`src/rtl/ipc_pkg.sv`:
```
// Shared definitions for the IPC receive path.
//   ipc_state_t  : receive FSM encoding
//   PID_NONE     : destination id meaning "no addressee"
//   FLD_*        : field slots of a queued entry; slot i occupies
//                  bits [i*DATA_WIDTH +: DATA_WIDTH], so the entry
//                  packs as {data, src, dst} with dst in the low slot.
package ipc_pkg;

  typedef enum logic [1:0] {
    ST_IDLE  = 2'd0,
    ST_CHECK = 2'd1,
    ST_RESP  = 2'd2
  } ipc_state_t;

  localparam int PID_NONE     = 0;

  localparam int FLD_DST      = 0;
  localparam int FLD_SRC      = 1;
  localparam int FLD_DATA     = 2;
  localparam int ENTRY_FIELDS = 3;

  function automatic int fld_lsb(input int fld, input int width);
    return fld * width;
  endfunction

endpackage

```
`src/rtl/ipc_msg_receiver_if.sv`:
```
// Sender/CPU-facing signals of the IPC receiver.
//   send_*            : word staged by the sender (1-cycle send_valid pulse)
//   recv_req, cur_pid : receive request from the running process
//   recv_*            : delivery / miss pulses and held delivered word
//   busy              : receive in progress
// master = sender/CPU side, slave = receiver side.
interface ipc_msg_receiver_if #(
  parameter int DATA_WIDTH = 32
);
  logic                  send_valid;
  logic [DATA_WIDTH-1:0] send_data;
  logic [DATA_WIDTH-1:0] send_src_pid;
  logic [DATA_WIDTH-1:0] send_dst_pid;
  logic                  recv_req;
  logic [DATA_WIDTH-1:0] cur_pid;
  logic                  recv_valid;
  logic [DATA_WIDTH-1:0] recv_data;
  logic [DATA_WIDTH-1:0] recv_src_pid;
  logic                  recv_miss;
  logic                  busy;

  modport master (
    output send_valid, send_data, send_src_pid, send_dst_pid, recv_req, cur_pid,
    input  recv_valid, recv_data, recv_src_pid, recv_miss, busy
  );

  modport slave (
    input  send_valid, send_data, send_src_pid, send_dst_pid, recv_req, cur_pid,
    output recv_valid, recv_data, recv_src_pid, recv_miss, busy
  );
endinterface

```
`src/rtl/ipc_msg_fifo.sv`:
```
// Synchronous FIFO holding tagged IPC entries.
//   clock, reset : system clock, synchronous active-high reset
//   push, wdata  : write request; accepted when not full, or when full
//                  and a pop happens in the same cycle
//   pop          : remove head (ignored when empty)
//   head         : entry at the read pointer (combinational)
//   count        : entries held, 0 .. 2**DEPTH_LOG2
//   full, empty  : decoded from count
module ipc_msg_fifo #(
  parameter int WIDTH      = 96,
  parameter int DEPTH_LOG2 = 2
) (
  input  logic                  clock,
  input  logic                  reset,
  input  logic                  push,
  input  logic                  pop,
  input  logic [WIDTH-1:0]      wdata,
  output logic [WIDTH-1:0]      head,
  output logic [DEPTH_LOG2:0]   count,
  output logic                  full,
  output logic                  empty
);

  localparam int DEPTH = 1 << DEPTH_LOG2;

  logic [WIDTH-1:0]      mem_q [DEPTH];
  logic [DEPTH_LOG2-1:0] wr_ptr_q;
  logic [DEPTH_LOG2-1:0] rd_ptr_q;
  logic [DEPTH_LOG2:0]   count_q;
  logic                  push_ok;
  logic                  pop_ok;

  assign empty   = (count_q == '0);
  assign full    = (count_q == (DEPTH_LOG2+1)'(DEPTH));
  assign pop_ok  = pop && !empty;
  // A pop frees the slot this cycle, so a push into a full queue is safe.
  assign push_ok = push && (!full || pop_ok);
  assign head    = mem_q[rd_ptr_q];
  assign count   = count_q;

  always_ff @(posedge clock) begin
    if (push_ok) begin
      mem_q[wr_ptr_q] <= wdata;
    end
  end

  always_ff @(posedge clock) begin
    if (reset) begin
      wr_ptr_q <= '0;
      rd_ptr_q <= '0;
      count_q  <= '0;
    end else begin
      if (push_ok) wr_ptr_q <= wr_ptr_q + 1'b1;
      if (pop_ok)  rd_ptr_q <= rd_ptr_q + 1'b1;
      case ({push_ok, pop_ok})
        2'b10:   count_q <= count_q + 1'b1;
        2'b01:   count_q <= count_q - 1'b1;
        default: count_q <= count_q;
      endcase
    end
  end

endmodule

```
`src/rtl/ipc_msg_receiver.sv`:
```
// Receive side of the inter-process transfer path: queues staged words
// tagged with src/dst pid and hands the head word to the running process
// when it is the addressee.
//   clock, reset    : system clock, synchronous active-high reset
//   bus             : sender / receive-request signals (slave modport)
//   clear_overflow  : clears the sticky overflow flag
//   count           : entries queued
//   empty, full     : queue status
//   overflow        : sticky, a send to a full queue was dropped
//
// state    | meaning
// ---------+-----------------------------------------------------------
// ST_IDLE  | waiting for recv_req; latches cur_pid and raises busy
// ST_CHECK | compares head dst with latched pid, registers hit
// ST_RESP  | hit: deliver head and pop; miss: pulse recv_miss; drop busy
module ipc_msg_receiver
  import ipc_pkg::*;
#(
  parameter int DATA_WIDTH = 32,
  parameter int DEPTH_LOG2 = 2
) (
  input  logic                clock,
  input  logic                reset,
  ipc_msg_receiver_if.slave   bus,
  input  logic                clear_overflow,
  output logic [DEPTH_LOG2:0] count,
  output logic                empty,
  output logic                full,
  output logic                overflow
);

  localparam int EW = ENTRY_FIELDS * DATA_WIDTH;

  ipc_state_t            state_q;
  logic [DATA_WIDTH-1:0] pid_q;
  logic                  hit_q;
  logic                  recv_valid_q;
  logic                  recv_miss_q;
  logic                  busy_q;
  logic [DATA_WIDTH-1:0] recv_data_q;
  logic [DATA_WIDTH-1:0] recv_src_q;
  logic                  overflow_q;

  logic [EW-1:0]         wr_entry;
  logic [EW-1:0]         head_entry;
  logic [DATA_WIDTH-1:0] head_dst;
  logic [DATA_WIDTH-1:0] head_src;
  logic [DATA_WIDTH-1:0] head_data;
  logic                  dst_valid;
  logic                  push;
  logic                  pop;
  logic                  drop_full;

  assign wr_entry  = {bus.send_data, bus.send_src_pid, bus.send_dst_pid};
  assign head_dst  = head_entry[fld_lsb(FLD_DST,  DATA_WIDTH) +: DATA_WIDTH];
  assign head_src  = head_entry[fld_lsb(FLD_SRC,  DATA_WIDTH) +: DATA_WIDTH];
  assign head_data = head_entry[fld_lsb(FLD_DATA, DATA_WIDTH) +: DATA_WIDTH];

  assign dst_valid = (bus.send_dst_pid != DATA_WIDTH'(PID_NONE));
  assign push      = bus.send_valid && dst_valid;
  // hit_q is only set when the queue was non-empty, so pop never underflows.
  assign pop       = (state_q == ST_RESP) && hit_q;
  assign drop_full = push && full && !pop;

  ipc_msg_fifo #(
    .WIDTH      (EW),
    .DEPTH_LOG2 (DEPTH_LOG2)
  ) u_fifo (
    .clock (clock),
    .reset (reset),
    .push  (push),
    .pop   (pop),
    .wdata (wr_entry),
    .head  (head_entry),
    .count (count),
    .full  (full),
    .empty (empty)
  );

  always_ff @(posedge clock) begin
    if (reset) begin
      state_q      <= ST_IDLE;
      pid_q        <= '0;
      hit_q        <= 1'b0;
      recv_valid_q <= 1'b0;
      recv_miss_q  <= 1'b0;
      busy_q       <= 1'b0;
      recv_data_q  <= '0;
      recv_src_q   <= '0;
    end else begin
      recv_valid_q <= 1'b0;
      recv_miss_q  <= 1'b0;
      case (state_q)
        ST_IDLE: begin
          if (bus.recv_req) begin
            pid_q   <= bus.cur_pid;
            busy_q  <= 1'b1;
            state_q <= ST_CHECK;
          end
        end
        ST_CHECK: begin
          // Strict FIFO: only the head is considered, no scan past it.
          hit_q   <= !empty && (head_dst == pid_q);
          state_q <= ST_RESP;
        end
        ST_RESP: begin
          if (hit_q) begin
            recv_valid_q <= 1'b1;
            recv_data_q  <= head_data;
            recv_src_q   <= head_src;
          end else begin
            recv_miss_q  <= 1'b1;
          end
          busy_q  <= 1'b0;
          state_q <= ST_IDLE;
        end
        default: begin
          busy_q  <= 1'b0;
          state_q <= ST_IDLE;
        end
      endcase
    end
  end

  // Set has priority over clear so a same-cycle drop is never lost.
  always_ff @(posedge clock) begin
    if (reset) begin
      overflow_q <= 1'b0;
    end else if (drop_full) begin
      overflow_q <= 1'b1;
    end else if (clear_overflow) begin
      overflow_q <= 1'b0;
    end
  end

  assign bus.recv_valid   = recv_valid_q;
  assign bus.recv_miss    = recv_miss_q;
  assign bus.recv_data    = recv_data_q;
  assign bus.recv_src_pid = recv_src_q;
  assign bus.busy         = busy_q;
  assign overflow         = overflow_q;

endmodule

```
`src/flat_wrapper.sv`:
```
// flat-port wrapper written by rule: the top's interface ports become plain ports
module ipc_msg_receiver_flat import ipc_pkg::*;
#(
  parameter int DATA_WIDTH = 32,
  parameter int DEPTH_LOG2 = 2
)
  (clock, reset, clear_overflow, count, empty, full, overflow, bus_send_valid, bus_send_data, bus_send_src_pid, bus_send_dst_pid, bus_recv_req, bus_cur_pid, bus_recv_valid, bus_recv_data, bus_recv_src_pid, bus_recv_miss, bus_busy);
  ipc_msg_receiver_if #(.DATA_WIDTH(DATA_WIDTH)) bus_i ();
  input  logic clock;
  input  logic reset;
  input  logic clear_overflow;
  output logic [DEPTH_LOG2:0] count;
  output logic empty;
  output logic full;
  output logic overflow;
  input wire logic [$bits(bus_i.send_valid)-1:0] bus_send_valid;
  input wire logic [$bits(bus_i.send_data)-1:0] bus_send_data;
  input wire logic [$bits(bus_i.send_src_pid)-1:0] bus_send_src_pid;
  input wire logic [$bits(bus_i.send_dst_pid)-1:0] bus_send_dst_pid;
  input wire logic [$bits(bus_i.recv_req)-1:0] bus_recv_req;
  input wire logic [$bits(bus_i.cur_pid)-1:0] bus_cur_pid;
  output wire logic [$bits(bus_i.recv_valid)-1:0] bus_recv_valid;
  output wire logic [$bits(bus_i.recv_data)-1:0] bus_recv_data;
  output wire logic [$bits(bus_i.recv_src_pid)-1:0] bus_recv_src_pid;
  output wire logic [$bits(bus_i.recv_miss)-1:0] bus_recv_miss;
  output wire logic [$bits(bus_i.busy)-1:0] bus_busy;
  assign bus_i.send_valid = bus_send_valid;
  assign bus_i.send_data = bus_send_data;
  assign bus_i.send_src_pid = bus_send_src_pid;
  assign bus_i.send_dst_pid = bus_send_dst_pid;
  assign bus_i.recv_req = bus_recv_req;
  assign bus_i.cur_pid = bus_cur_pid;
  assign bus_recv_valid = bus_i.recv_valid;
  assign bus_recv_data = bus_i.recv_data;
  assign bus_recv_src_pid = bus_i.recv_src_pid;
  assign bus_recv_miss = bus_i.recv_miss;
  assign bus_busy = bus_i.busy;
  ipc_msg_receiver #(.DATA_WIDTH(DATA_WIDTH), .DEPTH_LOG2(DEPTH_LOG2)) u_core (.clock(clock), .reset(reset), .bus(bus_i), .clear_overflow(clear_overflow), .count(count), .empty(empty), .full(full), .overflow(overflow));
endmodule
```
`config.mk`:
```
export PLATFORM = sky130hd
export DESIGN_NAME = ipc_msg_receiver_flat
export DESIGN_NICKNAME = d
export VERILOG_FILES = /design/src/rtl/ipc_pkg.sv /design/src/rtl/ipc_msg_receiver_if.sv /design/src/rtl/ipc_msg_fifo.sv /design/src/rtl/ipc_msg_receiver.sv /design/src/flat_wrapper.sv
export SDC_FILE = /design/constraint.sdc
export NUM_CORES = 1
export LEC_CHECK = 0
export CORE_ASPECT_RATIO = 1.25
export CORE_MARGIN = 4
export CORE_UTILIZATION = 40
export DETAILED_ROUTE_END_ITERATION = 10
export GPL_TIMING_DRIVEN = 1
export PLACE_DENSITY = 0.72
export SYNTH_ARGS = -nofsm -noshare
export SYNTH_HDL_FRONTEND = slang
export SYNTH_SLANG_ARGS = --single-unit
```
`constraint.sdc`:
```
create_clock -name clock -period 9.7 [get_ports clock]
set_clock_uncertainty 0.05 [all_clocks]
set_input_delay 2.91 -clock clock [delete_from_list [all_inputs] [get_ports clock]]
set_output_delay 2.91 -clock clock [all_outputs]
set_load 0.02 [all_outputs]
```
; ---- Word level (Yosys, flattened, before mapping)
; Memories as Yosys holds them, arrays and structs flattened. A register that Yosys moved wholly into a read port is not among the register bits.
; Cells that the tools add are included.
[op_classes]
eq_ne = 7
mux = 13
n_addsub = 4
n_bitwise = 2
n_reduce_logical = 20
[ops]
columns = op, count
row1 = $eq 32x32->1, 1
row2 = $reduce_bool 32->1, 1
row3 = $logic_and 1x1->1, 7
row4 = $mux 1, 7
row5 = $mux 2, 3
row6 = $pmux 3 s2, 1
row7 = $reduce_and 2->1, 3
row8 = $add 2x1->2 const B, 2
row9 = $eq 2x1->1 const B, 2
row10 = $eq 2x2->1 const B, 2
row11 = $pmux 2 s2, 1
row12 = $reduce_bool 2->1, 2
row13 = $add 3x1->3 const B, 1
row14 = $eq 3x3->1 const B, 1
row15 = $logic_not 1->1, 3
row16 = $logic_not 3->1, 1
row17 = $sub 3x1->3 const B, 1
row18 = $logic_not 2->1, 1
row19 = $ne 2x2->1 const B, 1
row20 = $not 1->1, 2
row21 = $pmux 1 s2, 1
row22 = $reduce_or 2->1, 1
row23 = $logic_or 1x1->1, 1
[word_totals]
mem_bits_rw = 384
register_bits = 110
n_memories = 1
in_bits = 133
output_inout_bits = 73
[memory_table]
columns = memory, depth, width, read_ports, rd_ports_with_merged_regs, wr, line
row1 = u_core.u_fifo.mem_q, 4, 96, 1, 1, 1, ipc_msg_fifo.sv:26  ; logic [WIDTH-1:0] mem_q [DEPTH];

; ---- Depth between registers and ports, before layout
[logic_depth]
word_depth = 7
ltp_mapped = 9
mapped_depth_nobuf = 9

; ---- Modules after synthesis
; A second synthesis with hierarchy kept.
[unflattened]
cells_unflattened = 1054
area_unflattened_um2 = 18326.3
[modules_own_cells]
columns = mod, cells_each, instances, area_each_um2
row1 = ipc_msg_fifo, 561, 1, 14368.8
row2 = ipc_msg_receiver, 493, 1, 3957.5

; ---- Worst setup path after synthesis
; No wires, ideal clock.
[synth_timing]
path_kind = input to register
startpoint = input bus_send_dst_pid[28]
endpoint = memory u_core.u_fifo.mem_q[0][0] (enable)
stages = 5
slack_ps = 1613
required_ps = 9098
setup_time_ps = 552
t_arrival_ps = 7485
n_path_buf = 0
cell_sequence = nor4_1 -> nand4_1 -> o21ai_1 -> a21o_1 -> nor2_1
[synth_between]
elab_chain_cells = 5
[synth_rtl]
columns = item, line
row1 = "start, declared", flat_wrapper.sv:19  ; input wire logic [$bits(bus_i.send_dst_pid)-1:0] bus_send_dst_pid;
row2 = $reduce_bool 32->1, ipc_msg_receiver.sv:59  ; assign dst_valid = (bus.send_dst_pid != DATA_WIDTH'(PID_NONE));
row3 = $logic_and 1x1->1, ipc_msg_receiver.sv:60  ; assign push = bus.send_valid && dst_valid;
row4 = $logic_and 1x1->1, ipc_msg_fifo.sv:37  ; assign push_ok = push && (!full || pop_ok);
row5 = $mux 1, ipc_msg_fifo.sv:42  ; if (push_ok) begin
row6 = $mux 1 (implied by the code), ipc_msg_fifo.sv:43  ; mem_q[wr_ptr_q] <= wdata;
row7 = "end, declared", ipc_msg_fifo.sv:26
; No other way between the ends.

; ---- Final worst setup path
[layout_timing]
startpoint = input bus_send_dst_pid[28]
endpoint = memory u_core.u_fifo.mem_q[1][30] (enable)
; Same word-level chain as after synthesis.

==> results_dict.tcl <==
set metrics [dict create \
    dp_slack_ns 3.60 \
    cts_resized 0 \
    max_freq_mhz 181 \
    clk-insertion-delay-late_ns 0.56 \
    setup_viol 0 \
    powerDensity_nw_per_um2 206 \
    drv_slew 0 \
    cts_tree "built" \
    crit_chain "clkdlybuf4s50_1 > nor4_1 > nand4_1 > o21ai_1 > a21o_1 > nor2_4 > buf_4" \
    critPathMaxStageDelay_ns 0.62 \
    synth-edff-count 384 \
    critPathSlowestCell "o21ai_1" \
    synthCells 1070 \
    area_growth_pct 24.2 \
    cap_viol_max_count 0 \
    worstSetupEndpointType "flip-flop" \
    core_sq_um 45200 \
    max-vdd-ir-drop_mv 0.110 \
    dieHeight_microns 247 \
    fp-row-count 87 \
    drcViolationCount 0 \
    clockRootBuffer "clkbuf_16" \
    crit_required_ns 9.84 \
    start_util 0.406 \
    worst_slack_ns 4.16 \
    ant_nets 0 \
    first_pass_iters 4 \
    yosys_register_bits 496 \
    wirelength_mm 40.7 \
    die_area_sq_um 49300 \
    drive_above_1_share 0.152 \
    post_drt_via_cell_ratio 5.14 \
    syn-mean-instance-area_sq_um 17.1 \
    via_count 9809 \
    startpoint_type "input port" \
    layout_commonest_cell "edfxtp_1" \
    groute.usage.overall 0.164 \
    final_hold_viol_count 0 \
    fin_crit_sh 0.571 \
    cts_hold_buf 0 \
    yosysTopAreaCellShare 0.629 \
    ys_seq_area_frac 0.752 \
    routedWlPerCell_microns 21.3 \
    synthArstFlopShare 0 \
    h-tree-depth 2 \
    final_nets 1427 \
    synth_top_cell_by_area "edfxtp_1" \
    worst_pin_slew_ns 0.931 \
    synth.distinct_cells 39 \
    globalplace.congestion 0.755 \
    post_cts_buffers 0 \
    synth_nets 1208 \
    ff2ff_setup_slack_ns 6.26 \
    synth_warnings 0 \
    grt_pass1_wl_mm 61.3 \
    initialDrtViolationCount 556 \
    io-pin-count 206 \
    hpwl_mm 25.4 \
    critPathMaxFanout 55 \
    io_buffers 205 \
    period_minus_slack_ns 5.54 \
    netlist_top_cells_area "edfxtp_1, dfxtp_1, mux4_2" \
    antenna_found_initial 1 \
    rsz0062_at_grt "no" \
    fin_tns_setup_ns 0 \
    outcome "completed" \
    clockBufferDepth 3 \
    syn_area_sq_um 18300 \
    synth_flop_cell "edfxtp_1" \
    grt_max_degree 79 \
    clock-sinks 496 \
    worstSetupPathType "input port to flip-flop" \
    clk_pin_slew_ns 0.06 \
    final_cell_mix "edfxtp_1, clkdlybuf4s50_1, nand2_1, dfxtp_1, a21oi_1" \
    numCtsBuffers 48 \
    grt_overflow 0 \
    slew-limit-headroom 0.380 \
    leakagePower_nw 7.27 \
    crit_arrival_ns 5.67 \
    holdCritPathClass "flip-flop to flip-flop" \
    die_w_microns 199 \
    grt_pass1_vias 10500 \
]
## where the power goes
part | total, W | switching [W] | internal (W)
logic | 0.000248 | 0.000138 | 0.000111
clock network | 0.00202 | 0.000789 | 0.00123
registers | 0.00241 | 0.0000244 | 0.00239
## flip-flops by register name, indices dropped and copies added, names as in the netlist, named ones only
name	flops
u_core.hit_q	1
u_core.bus.recv_data	32
u_core.u_fifo.count	3
u_core.u_fifo.rd_ptr_q	2
u_core.bus.recv_src_pid	32
u_core.overflow	1
u_core.pid_q	32
u_core.state_q	2
u_core.bus.recv_miss	1
u_core.u_fifo.wr_ptr_q	2
u_core.bus.recv_valid	1
u_core.u_fifo.mem_q	384
u_core.bus.busy	1
## layer usage
metal  GRT usage  share of wire  vias up
met2       0.289           0.52      277
met4      0.0500          0.027        0
li1            -              -     4500
met5           0              0        -
met1       0.205           0.39     4969
met3      0.0293          0.056       63
## kinds of logic after synthesis
kind of cell               after synthesis  synth area share
AOI/OAI and AO/OA                      109            0.0315
muxes                                  106             0.123
buffers and inverters                   64            0.0165
xor gates and xnor gates                34            0.0163
adders and majority gates                5           0.00382
DFF                                    496             0.752
and+or+nand+nor                        256            0.0570
## cell usage after synthesis, types with 10 or more instances
| library cell | instances |
|---|---|
| a21oi_1 | 100 |
| buf_2 | 10 |
| clkbuf_1 | 33 |
| dfxtp_1 | 112 |
| edfxtp_1 | 384 |
| mux2i_1 | 10 |
| mux4_2 | 86 |
| nand2_1 | 200 |
| nor2_1 | 23 |
| nor4_1 | 12 |
| xnor2_1 | 16 |
| xor2_1 | 18 |
## final cells by class
cell class,instances,area [sq um]
flip-flops and latches,496,13800
repair buffers,224,2190
well taps,578,723
clock inverters,34,452
inverters,9,33.8
clock buffers,56,1290
multi-input cells,510,4280
diodes,1,2.50
fillers,3671,22400
## worst max-delay path: cells and delay by family
family | cells | cell delay, ns
AO/OA/AOI/OAI | 2 | 1.05
buffers and inverters | 2 | 0.89
AND/OR/NAND/NOR | 3 | 0.77
## path summary, 6_finish.rpt
kind | from | endpoint | cells after the start
worst max register to register | flip-flop | u_core.hit_q$_SDFFE_PP0N_ | 8
worst min register to register | u_core.bus.recv_src_pid[0]$_SDFFE_PP0P_ | u_core.bus.recv_src_pid[0]$_SDFFE_PP0P_ | 2
worst min-delay path | u_core.bus.recv_src_pid[0]$_SDFFE_PP0P_ | u_core.bus.recv_src_pid[0]$_SDFFE_PP0P_ | 2
worst max-delay path | bus_send_dst_pid[28] | u_core.u_fifo.mem_q[1][30]$_DFFE_PP_ | 7
## per-stage QoR
step | utilization | instance area (sq um) | total power, W | std cells | hold slack, ns
6_report | 0.504 | 22800 | 0.00468 | 1908 | 0.404
5_1_grt | 0.504 | 22800 | 0.00485 | 1908 | 0.423
4_1_cts | 0.504 | 22800 | 0.00473 | 1907 | 0.406
3_5_place_dp | 0.465 | 21000 | 0.00271 | 1817 | 0.397
3_3_place_gp | 0.465 | 21000 | 0.00270 | 1817 | 0.395
2_1_floorplan | - | 18300 | 0.00258 | 1070 | 0.390
No activity file was read; power rests on OpenSTA's default activity.
==> RTL edit: new RTL, config.mk and constraints unchanged <==
Reset style: asynchronous (`reset`), changed in 3 clocked blocks. Comments in the files are not updated.
--- a/src/rtl/ipc_msg_fifo.sv
+++ b/src/rtl/ipc_msg_fifo.sv
@@ -46,3 +46,3 @@
 
-  always_ff @(posedge clock) begin
+  always_ff @(posedge clock or posedge reset) begin
     if (reset) begin
--- a/src/rtl/ipc_msg_receiver.sv
+++ b/src/rtl/ipc_msg_receiver.sv
@@ -79,3 +79,3 @@
 
-  always_ff @(posedge clock) begin
+  always_ff @(posedge clock or posedge reset) begin
     if (reset) begin
@@ -125,3 +125,3 @@
   // Set has priority over clear so a same-cycle drop is never lost.
-  always_ff @(posedge clock) begin
+  always_ff @(posedge clock or posedge reset) begin
     if (reset) begin
Function: differs if reset is asserted again (counterexample within 4 cycles, from zero or initial values and one cycle with reset high); with reset held inactive, the same outputs for 4 cycles.
==> RTL edit against the original RTL <==
Cell area increased by 0.74%. Via count decreased by 10%. Setup slack got worse by 0.41 ns. Core utilization increased by 0.13 points. Final cell count decreased by 11%. Sequential cell count decreased by 2. Die area increased by 0.98%. Fmax decreased by 6.8%. Area after synthesis increased by 1.0%. Non-clock buffer count decreased by 6. Wire length decreased by 5.5%.
Power is not compared: it rests on default switching activity, and its combinational part moved more than twofold at a synthesized area within 25%.
==> RTL edit: results (changes against the original RTL) <==
| Metric | Value |
|---|---|
| Status | complete, no violations |
| HPWL after DPL | 23.80 mm (-6.5%) |
| DRT iter0 DRCs | 515 (-7.4%) |
| Detailed Routing Iterations Pass 1 | 5 (+1) |
| Adder-cell share of the synthesized area | 0.003786 (-0.00003853) |
| Ratio of cells with drive above 1 in the final layout | 0.2567 (+0.1047) |
| Clk_lat worst skew | 0.58 ns (+0.02 ns) |
| Post-place setup slack | 3.110 ns (-0.4867 ns) |
| Crit. Startpoint | bus_send_dst_pid[17] |
| Final hold slack | 0.4099 ns (+0.006242 ns) |
| Register-to-register setup slack | 6.53 ns (+0.27 ns) |
| Post-layout min period | 5.943 ns (+0.4070 ns) |
| Vias in the first global route | 9497 (-9.8%) |
| Switching pwr | around 1.3 mW |
| Final cell count without fillers | 1704 (-11%) |
| Largest cells by area after synthesis | edfxtp_1, dfrtp_1, mux4_2 |
| Syn nets | 990 (-18%) |
| Mux cell area share after synthesis | 0.1745 (+0.05143) |
| Dpl cell area | 0.02126 sq mm (+1.2%) |
| Most frequent cells after synthesis | edfxtp_1, dfrtp_1, mux2_2, mux4_2, xnor2_1 |
| Antenna Cells | 0 (-1) |
| Routed vias/inst | 5.172 (+0.60%) |
| Placed insts | 1614 (-11%) |
| FF-to-FF path depth | 3 (-5) |
| R2R Path Start | u_core.u_fifo.rd_ptr_q[0] |
| FFs w/ async S/R, synth | 0.2227 (+0.2227) |
| Initial antenna violation count | 4 (+3) |
| Overall Global Routing Usage | 0.1538 (-0.009762) |
| Synth Area in Compound Gates | 0.009533 (-0.02195) |
| Critical Path AT | 6.08 ns (+0.41 ns) |
| XOR/XNOR Fraction of Synth Area | 0.01467 (-0.001584) |
| Relative slew slack | 0.3114 (-0.06811) |
| Global-route wire length before repair | 59.00 mm (-3.8%) |
| Fin nets | 1224 (-14%) |
| Fillers | 3593 (-2.1%) |
| Placer congestion estimate | 0.7490 (-0.85%) |
| Cells after Synth | 852 (-20%) |
| HP Class | reg -> reg |
| Critical Path Sink | u_core.u_fifo.mem_q[2][52] |
| Sequential-to-total area share from yosys stat | 0.7718 (+0.02001) |
| Largest net degree at the start of global routing | 68 (-14%) |
| RR Endpoint | u_core.bus.recv_data[20] |
[RTL edit: cell types whose count changed in the layout (fill, tap and decap cells not counted), sizes merged, moves of 17 or more]
cell / unedited run / this run
a21oi: 100 / 0
dfxtp: 112 / 0
mux2: 3 / 97
nand2: 200 / 13
nor2: 23 / 6
dfrtp: 0 / 110
xor2: 18 / 1
[RTL edit: power by group through the flow]
stage                     clock network (mW)  registers [mW]  logic (mW)
after floorplan                            0            2.87       0.352
after global placement                     0            2.83       0.646
after detailed placement                   0            2.85       0.654
after CTS                               1.99            2.81       0.656
after global routing                    2.08            2.83       0.687
final                                   1.94            2.80       0.634
[RTL edit: worst max-delay path, cell delays in order]
cell and delay [ns]:
clkdlybuf4s50_1 0.49, nor4_1 0.75, nand4_1 0.27, o21ai_0 0.58, nand2b_1 0.57, nor2_4 0.05
buf_4 0.36
[RTL edit: kinds of logic (layout without fill, tap and decap cells)]
| family | count (synthesis) | count (layout) |
|---|---|---|
| buffers and inverters | 51 | 325 |
| xor gates and xnor gates | 31 | 31 |
| muxes | 198 | 198 |
| adders and majority gates | 5 | 5 |
| AOI/OAI and AO/OA | 25 | 25 |
| and+or+nand+nor | 48 | 48 |
| DFF | 494 | 494 |
[RTL edit: how the worst min path moves through the flow]
stage / start / to / cells after the start
finish: u_core.hit_q / u_core.bus.recv_miss / 1
global route: u_core.hit_q / u_core.bus.recv_miss / 1
CTS: u_core.hit_q / u_core.bus.recv_miss / 1
detailed placement: u_core.hit_q / u_core.bus.recv_miss / 1
global placement: u_core.hit_q / u_core.bus.recv_miss / 1
floorplan: u_core.hit_q / u_core.bus.recv_miss / 1
[RTL edit: area by class of cell]
| type | count | area (sq um) | area share |
|---|---|---|---|
| Inverter | 17 | 66.31 | 0.002893 |
| Clock inverter | 30 | 371.6 | 0.01621 |
| Multi-Input combinational cell | 307 | 4033 | 0.1759 |
| Tap cell | 578 | 723.2 | 0.03155 |
| Clock buffer | 60 | 1286 | 0.05612 |
| Sequential cell | 494 | 14290 | 0.6235 |
| Timing Repair Buffer | 218 | 2150 | 0.09378 |
[RTL edit: layer usage]
layer	GRT usage	vias up	wire, um
met3	0.03896	67	2125
met2	0.2627	267	19810
li1	-	3903	-
met1	0.1956	4570	15340
met5	0	-	36
met4	0.04682	6	1098
